### src/rtl/control_sequencer.sv
// Hard-wired control sequencer for the 32-bit bus datapath: steps fetch, decode and execute one
// control step per clock and owns the MDR read/write handshake with memory.
module control_sequencer #(
  parameter int unsigned RESET_PC_WAIT = 1
) (
  input  logic        clock,
  input  logic        clear,
  input  logic        run,
  input  logic [31:0] ir,
  input  logic        mem_ready,
  output logic [15:0] Rin,
  output logic [15:0] Rout,
  output logic        PCin,
  output logic        PCout,
  output logic        IRin,
  output logic        Yin,
  output logic        Zin,
  output logic        HIin,
  output logic        LOin,
  output logic        MARin,
  output logic        MDRin,
  output logic        MDRout,
  output logic        Zhighout,
  output logic        Zlowout,
  output logic        HIout,
  output logic        LOout,
  output logic        Cout,
  output logic        InPortout,
  output logic        Read,
  output logic        mem_write,
  output logic [4:0]  ALU_op,
  output logic        halted,
  output logic        illegal,
  output logic [31:0] instr_count
);

  localparam int unsigned WaitMax = (RESET_PC_WAIT > 1) ? RESET_PC_WAIT - 1 : 0;
  localparam int unsigned WaitW   = (WaitMax > 0) ? $clog2(WaitMax + 1) : 1;
  localparam logic [4:0]  AluAdd  = 5'h00;
  localparam logic [4:0]  AluInc  = 5'h11;

  typedef enum logic [3:0] {
    StIdle, StT0, StT1, StT2, StT3, StT4, StT5, StT6, StT7, StHalt
  } state_e;

  typedef enum logic [3:0] {
    ClsAlu, ClsAddi, ClsLd, ClsSt, ClsMulDiv, ClsMfhi, ClsMflo, ClsNop, ClsHalt, ClsIllegal
  } cls_e;

  state_e           state_q, state_d;
  logic             halted_q, halted_d;
  logic             illegal_q, illegal_d;
  logic [31:0]      count_q, count_d;
  logic [WaitW-1:0] wait_q, wait_d;
  logic             wait_done;
  logic             retire;

  logic [4:0]  op;
  logic [3:0]  ra, rb, rc;
  logic [15:0] ra_oh, rb_oh, rc_oh;
  cls_e        cls;
  logic        unused_imm;

  assign op    = ir[31:27];
  assign ra    = ir[26:23];
  assign rb    = ir[22:19];
  assign rc    = ir[18:15];
  assign ra_oh = 16'h0001 << ra;
  assign rb_oh = 16'h0001 << rb;
  assign rc_oh = 16'h0001 << rc;

  // The immediate itself is routed to the bus by the datapath when Cout is high.
  assign unused_imm = ^ir[14:0];

  assign wait_done = (wait_q == WaitW'(WaitMax));

  always_comb begin
    cls = ClsIllegal;
    case (op)
      5'h0A:        cls = ClsAddi;
      5'h0B:        cls = ClsLd;
      5'h0C:        cls = ClsSt;
      5'h0D, 5'h0E: cls = ClsMulDiv;
      5'h0F:        cls = ClsMfhi;
      5'h10:        cls = ClsMflo;
      5'h1A:        cls = ClsNop;
      5'h1B:        cls = ClsHalt;
      default:      if (op <= 5'h09) cls = ClsAlu;
    endcase
  end

  // Next state. nop/halt/illegal are resolved in T2 from the word being loaded into IR.
  always_comb begin
    state_d   = state_q;
    halted_d  = halted_q;
    illegal_d = illegal_q;
    count_d   = count_q;
    wait_d    = wait_q;
    retire    = 1'b0;
    unique case (state_q)
      StIdle: begin
        if (!wait_done) begin
          wait_d = wait_q + WaitW'(1);
        end else if (run) begin
          state_d = StT0;
        end
      end
      StT0: state_d = StT1;
      StT1: if (mem_ready) state_d = StT2;
      StT2: begin
        case (cls)
          ClsNop:     retire = 1'b1;
          ClsIllegal: begin
            retire    = 1'b1;
            illegal_d = 1'b1;
          end
          ClsHalt: begin
            state_d  = StHalt;
            halted_d = 1'b1;
          end
          default:    state_d = StT3;
        endcase
      end
      StT3: begin
        if (cls == ClsMfhi || cls == ClsMflo) retire = 1'b1;
        else state_d = StT4;
      end
      StT4: state_d = StT5;
      StT5: begin
        if (cls == ClsAlu || cls == ClsAddi) retire = 1'b1;
        else state_d = StT6;
      end
      StT6: begin
        if (cls == ClsMulDiv) retire = 1'b1;
        else if (cls == ClsSt || mem_ready) state_d = StT7;
      end
      StT7: begin
        if (cls == ClsLd || mem_ready) retire = 1'b1;
      end
      StHalt: state_d = StHalt;
      default: state_d = StIdle;
    endcase
    if (retire) begin
      count_d = count_q + 32'd1;
      state_d = run ? StT0 : StIdle;
    end
  end

  always_ff @(posedge clock or negedge clear) begin
    if (!clear) begin
      state_q   <= StIdle;
      halted_q  <= 1'b0;
      illegal_q <= 1'b0;
      count_q   <= 32'd0;
      wait_q    <= '0;
    end else begin
      state_q   <= state_d;
      halted_q  <= halted_d;
      illegal_q <= illegal_d;
      count_q   <= count_d;
      wait_q    <= wait_d;
    end
  end

  assign halted      = halted_q;
  assign illegal     = illegal_q;
  assign instr_count = count_q;

  // Control strobes for the current step; anything not driven here stays low.
  always_comb begin
    Rin       = '0;
    Rout      = '0;
    PCin      = 1'b0;
    PCout     = 1'b0;
    IRin      = 1'b0;
    Yin       = 1'b0;
    Zin       = 1'b0;
    HIin      = 1'b0;
    LOin      = 1'b0;
    MARin     = 1'b0;
    MDRin     = 1'b0;
    MDRout    = 1'b0;
    Zhighout  = 1'b0;
    Zlowout   = 1'b0;
    HIout     = 1'b0;
    LOout     = 1'b0;
    Cout      = 1'b0;
    InPortout = 1'b0;
    Read      = 1'b0;
    mem_write = 1'b0;
    ALU_op    = AluAdd;
    unique case (state_q)
      StT0: begin
        PCout  = 1'b1;
        MARin  = 1'b1;
        ALU_op = AluInc;
        Zin    = 1'b1;
      end
      StT1: begin
        Zlowout = 1'b1;
        PCin    = 1'b1;
        Read    = 1'b1;
        MDRin   = mem_ready;
      end
      StT2: begin
        MDRout = 1'b1;
        IRin   = 1'b1;
      end
      StT3: begin
        case (cls)
          ClsMfhi: begin
            HIout = 1'b1;
            Rin   = ra_oh;
          end
          ClsMflo: begin
            LOout = 1'b1;
            Rin   = ra_oh;
          end
          ClsMulDiv: begin
            Rout = ra_oh;
            Yin  = 1'b1;
          end
          default: begin
            Rout = rb_oh;
            Yin  = 1'b1;
          end
        endcase
      end
      StT4: begin
        Zin = 1'b1;
        case (cls)
          ClsAlu: begin
            ALU_op = op;
            Rout   = (op == 5'h08 || op == 5'h09) ? rb_oh : rc_oh;
          end
          ClsMulDiv: begin
            ALU_op = op;
            Rout   = rb_oh;
          end
          default: begin
            Cout   = 1'b1;
            ALU_op = AluAdd;
          end
        endcase
      end
      StT5: begin
        Zlowout = 1'b1;
        case (cls)
          ClsAlu, ClsAddi: Rin   = ra_oh;
          ClsMulDiv:       LOin  = 1'b1;
          default:         MARin = 1'b1;
        endcase
      end
      StT6: begin
        case (cls)
          ClsLd: begin
            Read  = 1'b1;
            MDRin = mem_ready;
          end
          ClsSt: begin
            Rout  = ra_oh;
            MDRin = 1'b1;
          end
          ClsMulDiv: begin
            Zhighout = 1'b1;
            HIin     = 1'b1;
          end
          default: ;
        endcase
      end
      StT7: begin
        case (cls)
          ClsLd: begin
            MDRout = 1'b1;
            Rin    = ra_oh;
          end
          ClsSt:   mem_write = 1'b1;
          default: ;
        endcase
      end
      default: ;
    endcase
  end

endmodule

### config.mk
export PLATFORM = sky130hd
export DESIGN_NAME = control_sequencer
export DESIGN_NICKNAME = d
export VERILOG_FILES = /design/src/rtl/control_sequencer.sv
export SDC_FILE = /design/constraint.sdc
export NUM_CORES = 1
export LEC_CHECK = 0
export ABC_AREA = 1
export ABC_CLOCK_PERIOD_IN_PS = 2200
export BUFFER_PORTS_ARGS = -buffer_cell sky130_fd_sc_hd__buf_2
export CAP_MARGIN = 20
export CORE_MARGIN = 2
export CORE_UTILIZATION = 43
export DETAILED_ROUTE_END_ITERATION = 16
export HOLD_SLACK_MARGIN = 0.08
export PLACE_DENSITY = 0.74
export SLEW_MARGIN = 20
export SYNTH_ARGS = -nofsm -noshare
export SYNTH_HDL_FRONTEND = slang
export SYNTH_SLANG_ARGS = --single-unit
### constraint.sdc
create_clock -name clock -period 2.2 [get_ports clock]
set_input_delay 0.55 -clock clock [delete_from_list [all_inputs] [get_ports clock]]
set_output_delay 0.55 -clock clock [all_outputs]
set_load 0.1 [all_outputs]
==> out/metrics.cfg, run 1 <==
[worst_setup_path]
worstSetupPathType = in2out
crit_buf_inv = 3
worstPathMaxFanout = 6
path_cells = buf_12, nor2_1, nand3_4, nand3_4, buf_4, o21ai_0, a22oi_2, nand2_8, buf_12
critPathTopFamily = simple AND/OR/NAND/NOR gates
end_kind = output pin
cp.required_ns = 1.65
crit_arrival_ns = 2.06
critPathLaunchType = input pin
max_stage_delay_ns = 0.30
rrSetupSlack_ns = 0.23
cp_slowest_cell = a22oi_2

[power_and_ir_drop]
combinationalPowerShare_pct = 72.5
leakage_nw = 3.18
clkPwrFrac_pct = 9.8
powerDensity_nw_per_um2 = 755
power_switching_w = 0.00309
design_power_total_w = 0.00533
p_seq_share_pct = 17.8
p_sw_share_pct = 58.1
p_int_w = 0.00224
irDropWorstVdd_mv = 1.38

[sta]
worst_pin_slew_ns = 0.519
fmax_mhz = 384
slew_viol_final = 0
rsz0062_at_grt = true
hold_viol_final = 0
setup_slack_ns = -0.406
fin_worst_skew_ns = 0.0163
setup_viol = 43
period_share_pct = 118
slew_headroom_pct = 65.1
final.min_clock_period_ns = 2.61

[detailed_routing]
vias_per_cell = 5.84
drtPass1Iterations = 9
drt-initial-drc-count = 448
drc = 0
detailroute.via_count = 5550
wl_per_cell_um = 17.9
wirelength_mm = 17.0
ant_nets = 0

[layout]
finalNetCount = 878
final_util_pct = 81.4
n_antenna_cell = 0
syn2layout_area_growth_pct = 83.7
drive_gt1_share_pct = 43.1

[global_route]
grtUsageTotal_pct = 31.8
grt_pass1_vias = 5150
antenna_found_initial = 0
grt_overflow = 0
grt_pass1_wl_mm = 25.3
grt_max_degree = 39

[cts]
cts-root-buf = clkbuf_8
cts_tree = built
cts_buffer_depth = 2
cts_sinks = 38
clkTransAtPathRegs_ns = 0.09
cts_hold_buf = 0
cts_buffers = 5
cts_max_level = 2
worstSkewPairLatency_ns = 0.30

[status]
violations = setup timing
status = complete, but fails checks

[placed_design]
place.gp.congestion = 0.969
port_buffers = 108
hpwl_mm = 11.4

[yosys]
synth_cell_type_count = 36
synth-seq-cells = 38
synth.avg_cell_area_um2 = 6.03
synth_area_leader_cell = dfrtp_1
syn-num-nets = 675
synthCells = 638
synth_warnings = 0
syn_area_um2 = 3840
netlist_top_cells_area = dfrtp_1, nand2_1, inv_1
synth-seq-area-share_pct = 24.7
synth_top_cell_area_share_pct = 24.7

[flow_run]
drv_cap = 0

[hold_path]
min_path_type = in2async

[die]
initial_utilization_pct = 44.3
die_x_um = 98.6
die_area_um2 = 9710
core_um2 = 8680
io_pins = 125
std_cell_rows = 34
die_h_um = 98.6

cells by family after synthesis:
group                      synth area share [%]
and+or+nand+nor                            46.6
buffers and inverters                      11.1
AOI/OAI and AO/OA                          10.8
DFF                                        24.7
xor gates and xnor gates                   6.38
adders and majority gates                 0.325
other                                    0.0975
synth_stat cells:
master	n
o21ai_0	23
xor2_1	18
inv_1	68
ha_1	1
buf_4	9
a22oi_1	1
o31ai_1	2
or2_1	3
inv_4	1
nor2_2	4
nand3_4	1
nand3b_1	1
o211ai_1	15
xnor2_1	10
o22ai_1	15
nand4_1	37
buf_2	5
nor3b_1	1
nand2_1	203
or2_2	5
a21oi_1	5
conb_1	1
nor2_1	60
buf_1	1
inv_2	6
nand3_2	3
nor4_1	2
dfrtp_1	38
clkbuf_1	8
nand2_2	8
nand3_1	41
nor2_4	2
buf_6	1
o21ai_1	9
clkbuf_2	1
nor3_1	29
metrics by stage:
| step | hold slack [ns] | instances | area, um2 | setup TNS, ns | setup WS [ns] |
|---|---|---|---|---|---|
| after floorplan | 0.254 | 638 | 4150 | -30.90 | -0.956 |
| after global routing | 0.344 | 950 | 7060 | -13.90 | -0.465 |
| after detailed placement | 0.450 | 913 | 6070 | -13.76 | -0.455 |
| after CTS | 0.302 | 936 | 6580 | -7.98 | -0.292 |
| final | 0.286 | 950 | 7060 | -11.51 | -0.406 |
| after global placement | 0.443 | 913 | 6070 | -11.85 | -0.405 |
repair_timing:
item,4_1_cts,5_1_grt
pin swaps,31,29
setup endpoints to repair,42,50
setup buffers,14,17
gates cloned,2,1
gates resized for setup,93,87
sequential cells by signal, indices dropped and copies added, names as in the netlist:
name and flops:
instr_count 32, state_q 4, halted 1, illegal 1
layout by cell type, fill, tap and decap left out, types with 5 or more instances in the layout:
cell type | netlist | final
a21oi_1 | 5 | 5
buf_12 | 0 | 47
buf_2 | 5 | 50
buf_4 | 9 | 84
buf_6 | 1 | 23
clkbuf_16 | 0 | 11
clkbuf_8 | 0 | 6
clkinvlp_4 | 0 | 12
dfrtp_1 | 38 | 37
inv_1 | 68 | 41
inv_2 | 6 | 12
inv_4 | 1 | 7
nand2_1 | 203 | 187
nand2_2 | 8 | 12
nand2_4 | 0 | 8
nand3_1 | 41 | 32
nand3_2 | 3 | 6
nand3_4 | 1 | 7
nand4_1 | 37 | 37
nor2_1 | 60 | 34
nor2_4 | 2 | 31
nor3_1 | 29 | 24
o211ai_1 | 15 | 15
o21ai_0 | 23 | 8
o21ai_1 | 9 | 17
o21ai_2 | 0 | 7
o22ai_1 | 15 | 7
o22ai_2 | 0 | 6
or2_4 | 0 | 7
xnor2_1 | 10 | 10
xor2_1 | 18 | 18
metal layers:
| metal | vias to the layer above | routed length [um] | track usage (%) |
|---|---|---|---|
| li1 | 2505 | - | - |
| met1 | 2581 | 6240 | 39.5 |
| met2 | 367 | 8610 | 55.6 |
| met3 | 97 | 1290 | 3.48 |
| met4 | 0 | 905 | 14.6 |
| met5 | - | 0 | 0 |
power by group through the flow:
| stage | Sequential [W] | Combinational [W] | Clock (W) |
|---|---|---|---|
| floorplan | 0.00140 | 0.00192 | 0 |
| global placement | 0.000936 | 0.00332 | 0 |
| detailed placement | 0.000945 | 0.00337 | 0 |
| CTS | 0.000935 | 0.00353 | 0.000519 |
| global route | 0.000955 | 0.00402 | 0.000551 |
| finish | 0.000946 | 0.00386 | 0.000520 |
final cells by class:
| class | count | area (um2) |
|---|---|---|
| timing repair buffer | 219 | 2410 |
| tap | 108 | 135 |
| fill | 562 | 1620 |
| inverter | 75 | 363 |
| clock buffer | 6 | 82.6 |
| multi-input combinational | 501 | 3100 |
| timing repair inverter | 1 | 8.76 |
| clock inverter | 2 | 12.5 |
| sequential | 38 | 952 |
worst paths after layout:
| kind | from | to | cells after the start |
|---|---|---|---|
| max reg2reg | state_q[1]$_DFFE_PN0P_ | state_q[0]$_DFFE_PN0P_ | 13 |
| max in group asynchronous | clear | state_q[2]$_DFFE_PN0P_ | 2 |
| min | clear | instr_count[30]$_DFFE_PN0P_ | 2 |
| min in group clock | halted$_DFFE_PN0P_ | halted$_DFFE_PN0P_ | 2 |
| max | ir[30] | Rout[2] | 9 |
| min reg2reg | halted$_DFFE_PN0P_ | halted$_DFFE_PN0P_ | 2 |
Note: power is estimated with default switching activity, not from simulation.
==> run 2: changes to the inputs <==
--- a/config.mk
+++ b/config.mk
@@ -6,15 +6,16 @@
 export NUM_CORES = 1
 export LEC_CHECK = 0
 export ABC_AREA = 1
-export ABC_CLOCK_PERIOD_IN_PS = 2200
+export ABC_CLOCK_PERIOD_IN_PS = 2500
 export BUFFER_PORTS_ARGS = -buffer_cell sky130_fd_sc_hd__buf_2
 export CAP_MARGIN = 20
 export CORE_MARGIN = 2
 export CORE_UTILIZATION = 43
 export DETAILED_ROUTE_END_ITERATION = 16
 export HOLD_SLACK_MARGIN = 0.08
-export PLACE_DENSITY = 0.74
+export PLACE_DENSITY = 0.71
 export SLEW_MARGIN = 20
 export SYNTH_ARGS = -nofsm -noshare
 export SYNTH_HDL_FRONTEND = slang
 export SYNTH_SLANG_ARGS = --single-unit
+export TNS_END_PERCENT = 5
==> constraint.sdc (replaced) <==
create_clock -name clock -period 2.5 [get_ports clock]
set_input_delay 0.625 -clock clock [delete_from_list [all_inputs] [get_ports clock]]
set_output_delay 0.625 -clock clock [all_outputs]
set_load 0.1 [all_outputs]
==> run 2 against run 1 <==
Compared with the run above: the flow still finishes with violations (setup timing); wire length shrank 16%; count of clock-buffer cells in the layout unchanged; non-clock buffer count decreased by 36; global-route usage decreased by 3.0 points; largest cell class unchanged.
==> out/metrics.cfg, run 2 (same netlist as run 1, synthesis figures left out) <==
[sta]
hold_viol_final = 0  ; unchanged
slew_headroom_pct = 44.5  ; -21 points
final.min_clock_period_ns = 2.68
hold_slack_ns = 0.428  ; +0.141 ns
fin_worst_skew_ns = 0.00967  ; -0.00661 ns
fmax_mhz = 373
worst_pin_slew_ns = 0.832  ; +0.313 ns
rsz0062_at_grt = true
setup_viol = 26  ; -40%
period_share_pct = 107
slew_viol_final = 0  ; unchanged
fin_setup_tns_ns = -2.20  ; +9.31 ns
setup_slack_ns = -0.182  ; +0.224 ns

[placed_design]
hpwl_mm = 10.3  ; -9.4%
place.gp.congestion = 0.977  ; +0.80%
port_buffers = 108  ; unchanged
dpl_cell_area_um2 = 5720  ; -5.8%
dp_cells = 893  ; -2.2%

[die]
die_h_um = 98.6  ; unchanged
core_um2 = 8680  ; unchanged
initial_utilization_pct = 44.3  ; unchanged
die_x_um = 98.6  ; unchanged
std_cell_rows = 34  ; unchanged
io_pins = 125  ; unchanged
die_area_um2 = 9710  ; unchanged

[global_route]
grt_pass1_vias = 4763  ; -7.5%
grtUsageTotal_pct = 28.9  ; -3.0 points
antenna_found_initial = 0  ; unchanged
grt_pass1_wl_mm = 23.3  ; -7.8%
grt_overflow = 0  ; unchanged
grt_max_degree = 39  ; unchanged

[layout]
final_util_pct = 73.1  ; -8.3 points
postLayoutCellArea_um2 = 6350  ; -10%
finalNetCount = 841  ; -4.2%
final_common_cell = nand2_1
fill_cells = 664  ; +18%
layout_common_cells = nand2_1, buf_4, inv_1
drive_gt1_share_pct = 36.2  ; -6.9 points
final_cells = 912  ; -4.0%
n_antenna_cell = 0  ; unchanged
syn2layout_area_growth_pct = 65.1
largest_reg_flops = 32  ; unchanged

[detailed_routing]
drtPass1Iterations = 5  ; -4
detailroute.via_count = 5090  ; -8.3%
drt-initial-drc-count = 344  ; -23%
ant_nets = 0  ; unchanged
wl_per_cell_um = 15.7  ; -13%
wirelength_mm = 14.3  ; -16%
drc = 0  ; unchanged
vias_per_cell = 5.58  ; -4.5%

[worst_setup_path]
end_kind = output pin
rrSetupSlack_ns = 0.58  ; +0.35 ns
max_stage_delay_ns = 0.19  ; -0.11 ns
cp.required_ns = 1.88  ; +0.23 ns
crit-reg2reg-launch = instr_count[0]$_DFFE_PN0P_
cp_slowest_cell = buf_12
worstSetupPathType = in2out
crit_arrival_ns = 2.06  ; about the same
r2r_cells = 10  ; -3
worstPathMaxFanout = 6  ; unchanged
critPathLaunchType = input pin
path_cells = buf_12, nand2_1, inv_2, buf_4, nand3_4, nand3_2, nor2_4, nand2_1, nand4_1, nand2_2, nor2_4, buf_12
r2r_end = instr_count[30]$_DFFE_PN0P_

[cts]
worstSkewPairLatency_ns = 0.29  ; about the same
cts_buffer_depth = 2  ; unchanged
cts_max_level = 2  ; unchanged
cts_tree = built
cts_buffers = 5  ; unchanged
cts_sinks = 38  ; unchanged
cts_hold_buf = 0  ; unchanged
cts-root-buf = clkbuf_8
clkTransAtPathRegs_ns = 0.08  ; about the same

[status]
status = complete, but fails checks
violations = setup timing

[power_and_ir_drop]
powerDensity_nw_per_um2 = 667  ; -12%
leakage_nw = 3.02  ; -5.0%
irDropWorstVdd_mv = 0.700  ; -49%

[hold_path]
min_path_type = in2async

[flow_run]
drv_cap = 0  ; unchanged

## run 2: layout make-up
cell class                      instances  area (um2)  share of cell area (%)
Clock buffer                            6        82.6                    1.30
Clock inverter                          1        30.0                   0.473
Inverter                               75         309                    4.87
Multi-Input combinational cell        501        2860                    45.0
Sequential cell                        38         951                    15.0
Tap cell                              108         135                    2.13
Timing Repair Buffer                  183        1980                    31.2
## run 2: power breakdown
part | switching, W | leakage (nW) | total, W | internal (W)
Combinational | 0.00214 | 2.45 | 0.00288 | 0.000746
Sequential | 0.000118 | 0.507 | 0.000822 | 0.000704
Clock | 0.000212 | 0.0573 | 0.000531 | 0.000319
## run 2: stage by stage
| step | worst slack [ns] | power (W) |
|---|---|---|
| 2_1_floorplan | -0.750 | 0.00285 |
| 3_3_place_gp | -0.332 | 0.00355 |
| 3_5_place_dp | -0.350 | 0.00358 |
| 4_1_cts | -0.0796 | 0.00419 |
| 5_1_grt | -0.215 | 0.00442 |
| 6_report | -0.182 | 0.00424 |
## run 2: worst max path at each step
stage,from,to,slack (ns)
3_5_place_dp,ir[28],Rin[7],-0.35
6_report,ir[29],HIout,-0.18
2_1_floorplan,ir[27],Rout[10],-0.75
4_1_cts,ir[29],HIout,-0.08
3_3_place_gp,ir[30],Rout[14],-0.33
5_1_grt,ir[29],HIout,-0.21
## run 2: what timing repair did
action / 4_1_cts / 5_1_grt
pin swaps: 38 / 9
hold endpoints to repair: 0 / 0
gates resized for setup: 90 / 25
setup buffers: 7 / 2
gates cloned: 3 / 0
setup endpoints to repair: 40 / 40
## run 2: critical path: cells and delay by family
kind,cells,cell delay [ns]
simple gates,8,0.95
buf+inv,4,0.48
## run 2: layer usage
metal | track usage [%] | part of all wire [%] | vias to the layer above
met5 | 0 | 0 | -
met4 | 11.0 | 3.5 | 0
met3 | 3.69 | 7.1 | 55
met2 | 49.6 | 49 | 268
met1 | 37.1 | 41 | 2328
li1 | - | - | 2439
==> run 3: changes to the inputs <==
--- a/config.mk
+++ b/config.mk
@@ -6,7 +6,7 @@
 export NUM_CORES = 1
 export LEC_CHECK = 0
 export ABC_AREA = 1
-export ABC_CLOCK_PERIOD_IN_PS = 2500
+export ABC_CLOCK_PERIOD_IN_PS = 3300
 export BUFFER_PORTS_ARGS = -buffer_cell sky130_fd_sc_hd__buf_2
 export CAP_MARGIN = 20
 export CORE_MARGIN = 2
==> constraint.sdc (replaced) <==
create_clock -name clock -period 3.3 [get_ports clock]
set_input_delay 0.825 -clock clock [delete_from_list [all_inputs] [get_ports clock]]
set_output_delay 0.825 -clock clock [all_outputs]
set_load 0.1 [all_outputs]
==> run 3 against run 2 <==
Compared with the run above: the flow now finishes without violations; cell count shrank 6.1%; worst setup slack gained 0.29 ns; combinational power shrank 35%; die area is the same; global-route usage shrank 4.0 points; sequential power shrank 23%; flip-flop and latch count is the same; total power shrank 33%; critical path depth is the same; non-clock buffer count shrank 55; first-iteration DRC count shrank 22%; via count shrank 8.0%; critical endpoint is now Rout[2].
==> out/metrics.cfg, run 3 (same netlist as run 1, synthesis figures left out) <==
[cts]
cts-root-buf = clkbuf_8
worstSkewPairLatency_ns = 0.29  ; about the same
clkTransAtPathRegs_ns = 0.07  ; about the same
cts_max_level = 2  ; unchanged
cts_hold_buf = 0  ; unchanged
post_cts_buffers = 0  ; -7
cts_buffers = 5  ; unchanged
cts_tree = built
cts_buffer_depth = 2  ; unchanged
cts_sinks = 38  ; unchanged

[sta]
final.min_clock_period_ns = 3.20
slew_viol_final = 0  ; unchanged
rsz0062_at_grt = true
fin_setup_tns_ns = 0  ; +2.20 ns
period_share_pct = 96.9
hold_viol_final = 0  ; unchanged
hold_slack_ns = 0.466  ; +0.0389 ns
setup_slack_ns = 0.103  ; +0.285 ns
fin_worst_skew_ns = 0.00764  ; -0.00202 ns
setup_viol = 0  ; -100%
worst_pin_slew_ns = 0.834  ; +0.00205 ns
fmax_mhz = 313
slew_headroom_pct = 44.4  ; -0.14 points

[layout]
finalNetCount = 785  ; -6.7%
n_antenna_cell = 0  ; unchanged
final_common_cell = nand2_1
final_util_pct = 60.7  ; -12 points
layout_common_cells = nand2_1, buf_2, inv_1
drive_gt1_share_pct = 23.5  ; -13 points
syn2layout_area_growth_pct = 37.1
postLayoutCellArea_um2 = 5270  ; -17%
largest_reg_flops = 32  ; unchanged

[detailed_routing]
wirelength_mm = 12.2  ; -15%
wl_per_cell_um = 14.2  ; -9.1%
ant_nets = 0  ; unchanged
vias_per_cell = 5.47  ; -2.0%
detailroute.via_count = 4682  ; -8.0%
drt-initial-drc-count = 269  ; -22%
drc = 0  ; unchanged
drtPass1Iterations = 5  ; unchanged

[worst_setup_path]
worstSetupPathType = in2out
crit_arrival_ns = 2.37  ; +0.31 ns
end_kind = output pin
cp.required_ns = 2.47  ; +0.59 ns
r2r_end = instr_count[18]$_DFFE_PN0P_
crit-reg2reg-launch = state_q[3]$_DFFE_PN0P_
rrSetupSlack_ns = 1.24  ; +0.66 ns
r2r_cells = 11  ; +1
worstPathMaxFanout = 16  ; +10
critPathLaunchType = input pin

[die]
std_cell_rows = 34  ; unchanged
die_area_um2 = 9710  ; unchanged
die_h_um = 98.6  ; unchanged
initial_utilization_pct = 44.3  ; unchanged
io_pins = 125  ; unchanged
die_x_um = 98.6  ; unchanged
core_um2 = 8680  ; unchanged

[global_route]
grt_pass1_vias = 4247  ; -11%
grt_overflow = 0  ; unchanged
grt_pass1_wl_mm = 20.4  ; -13%
antenna_found_initial = 0  ; unchanged
grt_max_degree = 44  ; +13%
grtUsageTotal_pct = 24.9  ; -4.0 points

[flow_run]
drv_cap = 0  ; unchanged

[placed_design]
hpwl_mm = 9.58  ; -7.4%
place.gp.congestion = 0.942  ; -3.6%
port_buffers = 108  ; unchanged
dpl_cell_area_um2 = 5180  ; -9.5%
dp_slack_ns = -0.109  ; +0.241 ns

[status]
status = finished, final reports clean

[power_and_ir_drop]
leakage_nw = 2.59  ; -14%
irDropWorstVdd_mv = 0.577  ; -18%
powerDensity_nw_per_um2 = 535  ; -20%

[hold_path]
min_to = halted$_DFFE_PN0P_
whs_path_depth = 2
min_path_type = reg2reg
worstHoldStart = halted$_DFFE_PN0P_

-- run 3: worst max path at each step --
stage | endpoint | from | cells after the start
4_1_cts | Rout[13] | ir[31] | 11
2_1_floorplan | Rout[10] | ir[28] | 6
6_report | Rout[2] | ir[31] | 12
5_1_grt | Rout[3] | ir[31] | 11
3_5_place_dp | Rin[2] | ir[29] | 12
3_3_place_gp | Rin[5] | ir[29] | 11
-- run 3: what timing repair did --
item / CTS / global route
pin swaps: 0 / 2
setup endpoints to repair: 16 / 23
resized for setup: 1 / 4
-- run 3: layer usage --
metal	GRT usage, %	up-vias	share of wire [%]
li1	-	2307	-
met1	33.5	2140	43
met5	0	-	0
met2	41.5	213	47
met4	8.32	0	2.7
met3	3.12	22	7.6
-- run 3: power breakdown --
group / internal [W] / total (W) / switching, W
Combinational: 0.000386 / 0.00188 / 0.00150
Sequential: 0.000533 / 0.000631 / 0.0000974
Clock: 0.000142 / 0.000306 / 0.000164
-- run 3: area by class of cell --
class	instances	area (um2)
clock buffer	5	68.8
clock inverter	2	10.0
timing repair buffer	128	1300
fill	833	3410
sequential	38	951
tap	108	135
multi-input combinational	500	2520
inverter	75	284
-- run 3: metrics by stage --
stage          std cells  total power [W]
6_report             856          0.00282
2_1_floorplan        638          0.00213
3_5_place_dp         849          0.00251
4_1_cts              856          0.00282
3_3_place_gp         849          0.00249
5_1_grt              856          0.00296
-- run 3: critical path, stage by stage --
cell	delay, ns
buf_2	0.14
inv_2	0.14
nand2_1	0.10
nor2_2	0.16
nand2_2	0.10
buf_4	0.21
inv_1	0.12
nand2_1	0.08
o21ai_0	0.09
a22oi_1	0.09
nand2_1	0.13
buf_12	0.19
